===== config.mk =====
export PLATFORM = sky130hd
export DESIGN_NAME = mux81_rr_arbiter
export DESIGN_NICKNAME = d
export VERILOG_FILES = /design/src/rtl/mux81_arb_pkg.sv /design/src/rtl/rr_pick.sv /design/src/rtl/mux81_rr_arbiter.sv
export SDC_FILE = /design/constraint.sdc
export NUM_CORES = 1
export LEC_CHECK = 0
export ABC_AREA = 1
export CORE_ASPECT_RATIO = 0.5
export CORE_MARGIN = 2
export CORE_UTILIZATION = 61
export CTS_BUF_LIST = sky130_fd_sc_hd__clkbuf_16
export CTS_CLUSTER_DIAMETER = 60
export DETAILED_ROUTE_END_ITERATION = 12
export PLACE_DENSITY_LB_ADDON = 0.25
export SYNTH_ARGS = -nofsm -noshare
export SYNTH_HDL_FRONTEND = slang
export SYNTH_SLANG_ARGS = --single-unit

===== constraint.sdc =====
create_clock -name clk -period 5.6 [get_ports clk]
set_input_delay 0.84 -clock clk [delete_from_list [all_inputs] [get_ports clk]]
set_output_delay 0.84 -clock clk [all_outputs]
set_load 0.02 [all_outputs]

===== src/rtl/mux81_arb_pkg.sv =====
// Shared definitions for the round-robin arbiter that fronts mux81.
package mux81_arb_pkg;
  localparam int N_REQ = 8;
  localparam int SEL_W = 3;

  typedef enum logic {IDLE, GRANT} arb_state_e;

  function automatic logic [N_REQ-1:0] onehot(input logic [SEL_W-1:0] idx);
    onehot      = '0;
    onehot[idx] = 1'b1;
  endfunction
endpackage


===== src/rtl/rr_pick.sv =====
// Rotating-priority picker: first set bit of req scanning from ptr upward, wrapping.
module rr_pick
  import mux81_arb_pkg::*;
(
  input  logic [N_REQ-1:0] req,
  input  logic [SEL_W-1:0] ptr,
  output logic [SEL_W-1:0] win,
  output logic             any
);
  logic [SEL_W-1:0] idx;

  // Scan offsets high to low so the smallest offset from ptr is the last writer.
  always_comb begin
    win = '0;
    idx = '0;
    any = |req;
    for (int i = N_REQ - 1; i >= 0; i--) begin
      idx = ptr + SEL_W'(i);
      if (req[idx]) win = idx;
    end
  end
endmodule


===== src/rtl/mux81_rr_arbiter.sv =====
// Round-robin owner selection for a shared mux81, with a hold limit against monopolisation.
module mux81_rr_arbiter
  import mux81_arb_pkg::*;
#(
  parameter int MAX_HOLD = 4
) (
  input  logic             clk,
  input  logic             rst_n,
  input  logic             en,
  input  logic [N_REQ-1:0] req,
  output logic [N_REQ-1:0] gnt,
  output logic             gnt_valid,
  output logic [SEL_W-1:0] S
);
  localparam logic [3:0] HOLD_MAX = 4'(MAX_HOLD);

  arb_state_e       state;
  logic [SEL_W-1:0] ptr;
  logic [3:0]       hold_cnt;
  logic [N_REQ-1:0] own_oh;
  logic [N_REQ-1:0] cand;
  logic [SEL_W-1:0] win;
  logic             any;
  logic             rel;

  // While granted the owner is masked out, so 'any' means "a contender exists";
  // ptr is already owner+1, so the search naturally gives the owner lowest priority.
  always_comb begin
    own_oh = onehot(S);
    cand   = (state == GRANT) ? (req & ~own_oh) : req;
    rel    = !(|(req & own_oh)) || ((hold_cnt == HOLD_MAX) && any);
  end

  rr_pick u_pick (
    .req (cand),
    .ptr (ptr),
    .win (win),
    .any (any)
  );

  always_ff @(posedge clk or negedge rst_n) begin
    if (!rst_n) begin
      state     <= IDLE;
      ptr       <= '0;
      hold_cnt  <= '0;
      gnt       <= '0;
      gnt_valid <= 1'b0;
      S         <= '0;
    end else begin
      case (state)
        IDLE: begin
          if (en && any) begin
            state     <= GRANT;
            gnt       <= onehot(win);
            gnt_valid <= 1'b1;
            S         <= win;
            hold_cnt  <= 4'd1;
            ptr       <= win + 1'b1;
          end else begin
            gnt       <= '0;
            gnt_valid <= 1'b0;
          end
        end
        GRANT: begin
          if (rel) begin
            if (en && any) begin
              gnt      <= onehot(win);
              S        <= win;
              hold_cnt <= 4'd1;
              ptr      <= win + 1'b1;
            end else begin
              // S is left alone so the mux output stays stable while idle.
              state     <= IDLE;
              gnt       <= '0;
              gnt_valid <= 1'b0;
            end
          end else if (hold_cnt != HOLD_MAX) begin
            hold_cnt <= hold_cnt + 4'd1;
          end
        end
        default: state <= IDLE;
      endcase
    end
  end
endmodule


## Yosys cells after proc, flatten, opt, wreduce, memory -nomap -nowiden

Index checks and enable logic that the tools add are counted.

| word-level totals | value |
|---|---|
| register bits | 20 |
| bits of input ports | 11 |
| output and inout port bits | 12 |

| cells by class | value |
|---|---|
| add/subtract/negate cells | 9 |
| magnitude comparators | 12 |
| equal/unequal tests | 5 |
| muxes and demuxes | 48 |
| bitwise gates (word level) | 4 |
| reduce and logical (&&, ||, !) cells | 9 |

Operators with widths:

| kind | count |
|---|---|
| < comparator 3 x 4 -> 1 bit, second input constant | 10 |
| 2-to-1 mux 3 bit | 12 |
| binary-select mux 1 bit (select 3 bit) | 8 |
| 2-to-1 mux 8 bit | 3 |
| bitwise AND 8 bit | 2 |
| case mux 8 bit (2 select lines) | 1 |
| OR reduction 8 bit | 2 |
| 2-to-1 mux 1 bit | 14 |
| adder 3 bit, second input constant | 4 |
| 2-to-1 mux 4 bit | 3 |
| case mux 3 bit (2 select lines) | 2 |
| inverter 8 bit | 1 |
| case mux 4 bit (2 select lines) | 1 |
| adder 3 x 1 -> 3 bit, second input constant | 2 |
| adder 3 x 2 -> 3 bit, second input constant | 2 |
| demux 1 bit (select 3 bit) | 2 |
| greater-or-equal comparator 3 x 1 -> 1 bit, second input constant | 2 |
| adder 4 x 1 -> 4 bit, second input constant | 1 |
| equality test 4 x 3 -> 1 bit, second input constant | 1 |
| logical AND 1 bit | 4 |
| != test 4 x 3 -> 1 bit, second input constant | 1 |
| case mux 1 bit (2 select lines) | 2 |
| != test 3 x 1 -> 1 bit, second input constant | 1 |
| != test 2 x 1 -> 1 bit, second input constant | 1 |
| other kinds (5) | 5 |

## Logic depth before layout (Yosys ltp)

Gate-level depths: netlist of run 1.

| depth | value |
|---|---|
| word-level depth | 24 |
| gate-level depth with buffers | 21 |
| gate-level depth less buffers | 20 |

## Cells and area by module

A second synthesis of run 1 with hierarchy kept.

| unflattened totals | value |
|---|---|
| cells, all modules | 275 |
| area total of the unflattened synthesis | 1929.4 um^2 |

Modules (own cells, without submodules):

| module | times used | cells each | area each (um^2) | seq. area each (um^2) |
|---|---|---|---|---|
| mux81_rr_arbiter | 1 | 146 | 1241.2 | 500.5 |
| rr_pick | 1 | 129 | 688.2 | 0.0 |

## Worst setup path after synthesis of run 1

No wires, ideal clock.

| timing path | value |
|---|---|
| path type | register to register |
| start point | register ptr[1] |
| end point | register ptr[1] |
| setup time | 0.119 ns |
| arrival | 2.085 ns |
| required time | 5.481 ns |
| slack | 3.396 ns |
| stages on the path, launching flop included | 20 |
| period minus slack after synthesis | 2.204 ns |
| path through | dfrtp_1 > buf_2 > inv_2 > ha_1 > inv_1 > nand3_1 > nand3_2 > nand2_2 > a21oi_1 > nand2_1 > nand2_1 > nand2_1 > nand2_1 > nand2_1 > nand2_2 > nand2_4 > nand2_2 > nand2_1 > nand2_1 > o21ai_2 |

| on the way | value |
|---|---|
| word-level cells in the longest chain between the ends | 15 |

RTL lines:

| element | RTL line | RTL |
|---|---|---|
| start: declaration | mux81_rr_arbiter.sv:18 | `logic [SEL_W-1:0] ptr;` |
| start signal: assignment | mux81_rr_arbiter.sv:58 | `ptr <= win + 1'b1;` |
| start signal: assignment | mux81_rr_arbiter.sv:70 | `ptr <= win + 1'b1;` |
| adder 3 bit | rr_pick.sv:18 | `idx = ptr + SEL_W'(i);` |
| binary-select mux 1 bit (select 3 bit) | rr_pick.sv:19 | `if (req[idx]) win = idx;` |
| 2-to-1 mux 1 bit (not written as such) | rr_pick.sv:19 |  |
| 2-to-1 mux 3 bit (8 in series) | rr_pick.sv:19 |  |
| adder 3 x 1 -> 3 bit | mux81_rr_arbiter.sv:58, mux81_rr_arbiter.sv:70 |  |
| 2-to-1 mux 3 bit * | mux81_rr_arbiter.sv:52, mux81_rr_arbiter.sv:66 |  |
| 2-to-1 mux 3 bit | mux81_rr_arbiter.sv:65 | `if (rel) begin` |
| case mux 3 bit (2 select lines) * | mux81_rr_arbiter.sv:50 | `case (state)` |

Mark *: on every way between the ends. The rest lies on a longest branch, timed or not. The select of a mux whose other input is x is not followed.
A chain may end at the register's enable or synchronous reset.

## Worst setup path in the final report of run 1

| timing path | value |
|---|---|
| start point | register ptr[0] |
| end point | register ptr[2] |

| on the way | value |
|---|---|
| word-level cells in the longest chain between the ends | 15 |

RTL lines:

| element | RTL line |
|---|---|
| adder 3 bit | rr_pick.sv:18 |
| binary-select mux 1 bit (select 3 bit) | rr_pick.sv:19 |
| 2-to-1 mux 1 bit (not written as such) | rr_pick.sv:19 |
| 2-to-1 mux 3 bit (7 in series) | rr_pick.sv:19 |
| 2-to-1 mux 3 bit * | rr_pick.sv:19 |
| adder 3 x 1 -> 3 bit * | mux81_rr_arbiter.sv:58, mux81_rr_arbiter.sv:70 |
| 2-to-1 mux 3 bit * | mux81_rr_arbiter.sv:52, mux81_rr_arbiter.sv:66 |
| 2-to-1 mux 3 bit | mux81_rr_arbiter.sv:65 |
| case mux 3 bit (2 select lines) * | mux81_rr_arbiter.sv:50 |

Marks and branches as above.

==> run metrics, run 1 <==
Area Growth Syn to Fin=14.39%; Layout Nets=294; Cell variety after synth=38; synthesized flop and latch total=20; via count=1855; FP Rows=14; Post-DP HPWL=3521 um; crit path kind=flop to flop; Post-Route WL=4745 um; Worst-Margin Slew=0.8804 ns; post-synth net total=275; DRT iter0 DRCs=149; Post-Syn Instances=260; WP data arrival=3.08 ns; CP max stage delay=0.65 ns; Die X=83.20 um; root buf cell=clkbuf_16; fmax=338.9 MHz; Clock Skew=0.003637 ns; pin count of the biggest net entering global routing=21; final antenna diode count=0; Initial Util=0.6387; asr flop ratio synth=1.000; Via density=5.833; Final Cycle Share=0.5269; ranking of synthesized cells by area=dfrtp_1, nand2_1, nand3_1, nand3_2, inv_1; Critical Path Start Type=flop; antenna-violating nets left=0; Max-Cap Viols=0; most frequent CP cell=nand2_1; sequential-to-total area share from yosys stat=0.2616; Cell Area, Synth=0.001913 sq mm; die footprint=0.003628 sq mm; core area=0.002995 sq mm; Placer Congestion=0.8945; number of synthesized flops with an enable pin=0; I/O Buffers=22; depth of the CTS H-tree=1; CP Capture Type=flop; crit-path cells=inv_2, ha_1, inv_1, nand3_1, nand3_1, inv_1, nand2_1, nand3_1, nand2_1, nand2_1, nand2_1, nand2_1, nand2_1, nand2_1, nand2_2, inv_1, nand2_1, nand2_1, nand2_1, nand2_1; first-pass GRT wire length=8128 um; Post-synth top cells=nand2_1, nand3_1, inv_1; status=finished, final reports clean; Longest Clk Path Bufs=2; Post-synth top flop=dfrtp_1; total CTS buffers=3; CP max-delay cell=dfrtp_1; GRT Util Overall=0.2794; DR pass1 iterations=4; max-slew violations=0; setup TNS=0 ns; RSZ-0062 raised after global routing=false; TritonCTS clock tree=built; worst-path fanout max=12; Worst-path clk slew=0.06 ns; Clk Latency, worst-skew pair=0.25 ns; initial antenna violation count=0; Slew headroom=0.4112; Crit path required time=5.73 ns; Die H=43.60 um; hold buffer count at CTS=0; drt wl/cell=14.92 um; largest area contributor in the netlist=dfrtp_1; most frequent cell after synthesis=nand2_1; Setup violations, final=0; clk sinks=20; hold slack final=0.4798 ns; Yosys Warn Count=0; syn_area_per_cell=7.358 sq um; layout cells sized above 1=0.2050; hold crit path type=flop to flop; final hold viol count=0; min Tclk post-route=2.950 ns; post-CTS setup buffer count=0; DRC=0; I/O pin total=23; GR Overflow Total=0; Post-CTS Resized=0; vias in the first global route=1801; post-synth top area share=0.2616
[worst max-delay path: cells and delay by family, from the launching register on]
| family | cells | cell delay (ns) |
|---|---|---|
| buffers and inverters | 4 | 0.58 |
| adders and majority gates | 1 | 0.42 |
| DFF | 1 | 0.65 |
| and+or+nand+nor | 15 | 1.17 |
[routing by layer]
| layer | vias to the layer above | wire length (um) | track usage |
|---|---|---|---|
| li1 | 916 | - | - |
| met1 | 872 | 2254 | 0.3990 |
| met2 | 61 | 2195 | 0.4419 |
| met3 | 6 | 258 | 0.04000 |
| met4 | 0 | 37 | 0.1049 |
| met5 | - | 0 | 0 |
[cell families (layout without fill, tap and decap cells)]
family          Yosys count  after routing  synth area share
simple gates            158            158            0.4820
xor+xnor                  3              3           0.01374
compound gates           30             30           0.09746
buf+inv                  45             63            0.1190
flops                    20             20            0.2616
fa+ha+maj                 4              4           0.02616
[per-stage QoR]
step / cell area (sq um) / utilization / setup WS (ns) / instances
2_1_floorplan: 1913 / - / 3.396 / 260
3_3_place_gp: 2110 / 0.7043 / 2.585 / 314
3_5_place_dp: 2110 / 0.7043 / 2.534 / 314
4_1_cts: 2188 / 0.7306 / 2.711 / 318
5_1_grt: 2188 / 0.7306 / 2.401 / 318
6_report: 2188 / 0.7306 / 2.650 / 318
[cell type report]
| cell class | instances | area (sq um) |
|---|---|---|
| inverters | 37 | 153.9 |
| clock buffers | 3 | 75.07 |
| multi-input cells | 195 | 1185 |
| clock inverters | 1 | 3.754 |
| flip-flops and latches | 20 | 500.5 |
| well taps | 40 | 50.05 |
| repair buffers | 22 | 220.2 |
| fillers | 220 | 807.0 |
[final timing paths]
kind                                start          end  slack, ns  depth (start not counted)
worst max-delay path               ptr[0]       ptr[2]       2.65                         20
worst max register to register     ptr[0]       ptr[2]       2.65                         20
worst min register to register  gnt_valid    gnt_valid       0.48                          1
max in group asynchronous           rst_n         S[0]       3.96                          1
worst min-delay path            gnt_valid    gnt_valid       0.48                          1
min in group asynchronous           rst_n  hold_cnt[3]       1.09                          1
[sequential cells by signal (all words and copies together), names as in the netlist]
signal / flops
gnt: 8
hold_cnt: 4
ptr: 3
gnt_valid: 1
S: 3
state: 1
[cells in the final DEF (no fill, tap or decap), types with 6 or more instances in the layout]
cell type / netlist / layout
nand2_1: 65 / 65
nand3_1: 43 / 43
inv_1: 23 / 23
clkdlybuf4s50_1: 0 / 22
dfrtp_1: 20 / 20
nand3_2: 14 / 14
o21ai_1: 10 / 10
nand2_2: 8 / 8
a21oi_1: 8 / 8
inv_2: 7 / 7
nand4_1: 6 / 6
nand4_2: 6 / 6
Power of run 1 is not shown: default switching activity piles up to over one toggle a cycle in this logic, so the estimate is an artifact.
==> run 2: changes to the inputs <==
CORE_UTILIZATION = 51   (was 61)
clock period = 2.5 ns   (was 5.6 ns; I/O delays follow)
==> run 2 against run 1 <==
Final cell count is 6.0% higher; worst setup slack worse by 2.4 ns; sequential share of layout area is 0.99 points lower; utilization is 7.4 points lower; register-to-register slack worse by 2.4 ns; largest cell class unchanged.
==> run metrics, run 2 (same netlist as run 1, synthesis figures left out) <==
Crit path max-delay family=simple AND/OR/NAND/NOR gates; RSZ-0062 raised after global routing=false; crit-path cells=nor2_8, nand3_4, nand2_1, nand4_1, nor3_2, inv_2, nand2_2, nand3_2, nor2_1, inv_1, o21ai_0, a21oi_1; setup TNS=0 ns; stages on the worst setup path=12; Largest Register=gnt; drt wl/cell=12.99 um; commonest non-fill, non-tap cell in the layout=nand2_1; CP Capture Point=hold_cnt[1]; initial antenna violation count=0; Critical Path Start Type=flop; Final Cycle Share=0.9081; status=finished, final reports clean; TritonCTS clock tree=built; Worst-path clk slew=0.05 ns; final antenna diode count=0; Die X=90.62 um; Setup violations, final=0; DRT iter0 DRCs=105; max reg flops=8; crit path kind=flop to flop; commonest cells after routing, fill and taps aside=nand2_1, nand3_1, inv_1, clkdlybuf4s50_1, dfrtp_1; root buf cell=clkbuf_16; CP Capture Type=flop; hold buffer count at CTS=0; Post-Route WL=4376 um; die footprint=0.004287 sq mm; antenna-violating nets left=0; Worst-Margin Slew=0.3243 ns; layout cells sized above 1=0.2448; CP max stage delay=0.53 ns; min Tclk post-route=2.270 ns; GRT Util Overall=0.2091; Via density=5.493; biggest regs=gnt x8, hold_cnt x4; FF-to-FF Start=S[2]; max-slew violations=0; hold crit path type=input pin to asynchronous set/reset pin; worst slack, placed=0.05849 ns; Longest Clk Path Bufs=2; Area Growth Syn to Fin=20.47%; final hold viol count=0; post-layout util=0.6567; depth of the CTS H-tree=1; worst-path fanout max=11; FP Rows=15; flop2flop setup slack=0.23 ns; I/O pin total=23; total CTS buffers=3; via count=1851; Clk Latency, worst-skew pair=0.25 ns; pin count of the biggest net entering global routing=21; clk sinks=20; Placer Congestion=0.9190; Die H=47.31 um; Slew headroom=0.7822; reg2reg end=hold_cnt[1]; CP max-delay cell=dfrtp_2; critical path startpoint=S[2]; Initial Util=0.5451; I/O Buffers=22; GR Overflow Total=0; Layout Nets=302; first-pass GRT wire length=7072 um; worst setup slack after layout=0.2298 ns; core area=0.003510 sq mm; fmax=440.5 MHz; Max-Cap Viols=0; vias in the first global route=1556; Post-DP HPWL=3484 um; R2R cell count=12; DRC=0; DR pass1 iterations=5; WP data arrival=2.40 ns; Crit path required time=2.63 ns; Critical path buffers and inverters=2; Clock Skew=0.001957 ns; fillers=290
==> run 2: cell count changes in the layout (fill, tap and decap cells not counted), sizes merged <==
cell	previous run	this run
buf	0	8
bufinv	0	1
clkinv	3	2
==> run 2: final cells by class <==
type | instances | area [sq um] | area share
Multi-Input combinational cell | 195 | 1185 | 0.5141
Inverter | 37 | 153.9 | 0.06678
Clock inverter | 1 | 30.03 | 0.01303
Clock buffer | 3 | 75.07 | 0.03257
Timing Repair Buffer | 30 | 292.8 | 0.1270
Tap cell | 51 | 63.81 | 0.02769
Sequential cell | 20 | 504.2 | 0.2188
==> run 2: worst min path at each step <==
stage | to | slack (ns) | cells after the start
after detailed placement | gnt_valid | 0.47 | 1
after CTS | hold_cnt[3] | 0.46 | 2
after floorplan | S[0] | 0.08 | 0
after global placement | gnt_valid | 0.46 | 1
final | hold_cnt[2] | 0.45 | 2
after global routing | ptr[2] | 0.50 | 2
==> run 2: layer usage <==
layer  global-route usage  up-vias  wire length, um
li1                     -      924                -
met1               0.2906      855             2143
met2               0.3642       68             1994
met3              0.01766        4              215
met4              0.06154        0               23
met5                    0        -                0
==> run 2: stage by stage <==
step	cell area, sq um	std cells	hold slack [ns]
2_1_floorplan	1913	260	0.07941
3_3_place_gp	2196	333	0.4616
3_5_place_dp	2196	333	0.4714
4_1_cts	2301	337	0.4612
5_1_grt	2305	337	0.5010
6_report	2305	337	0.4541
==> run 2: timing repair <==
item                                   in CTS  in global routing
setup endpoints to repair                   0                  9
gates resized for setup                     0                  4
buffers inserted                            0                  0
endpoints found under the hold margin       0                  0
Power of run 2 is left out for the same reason.
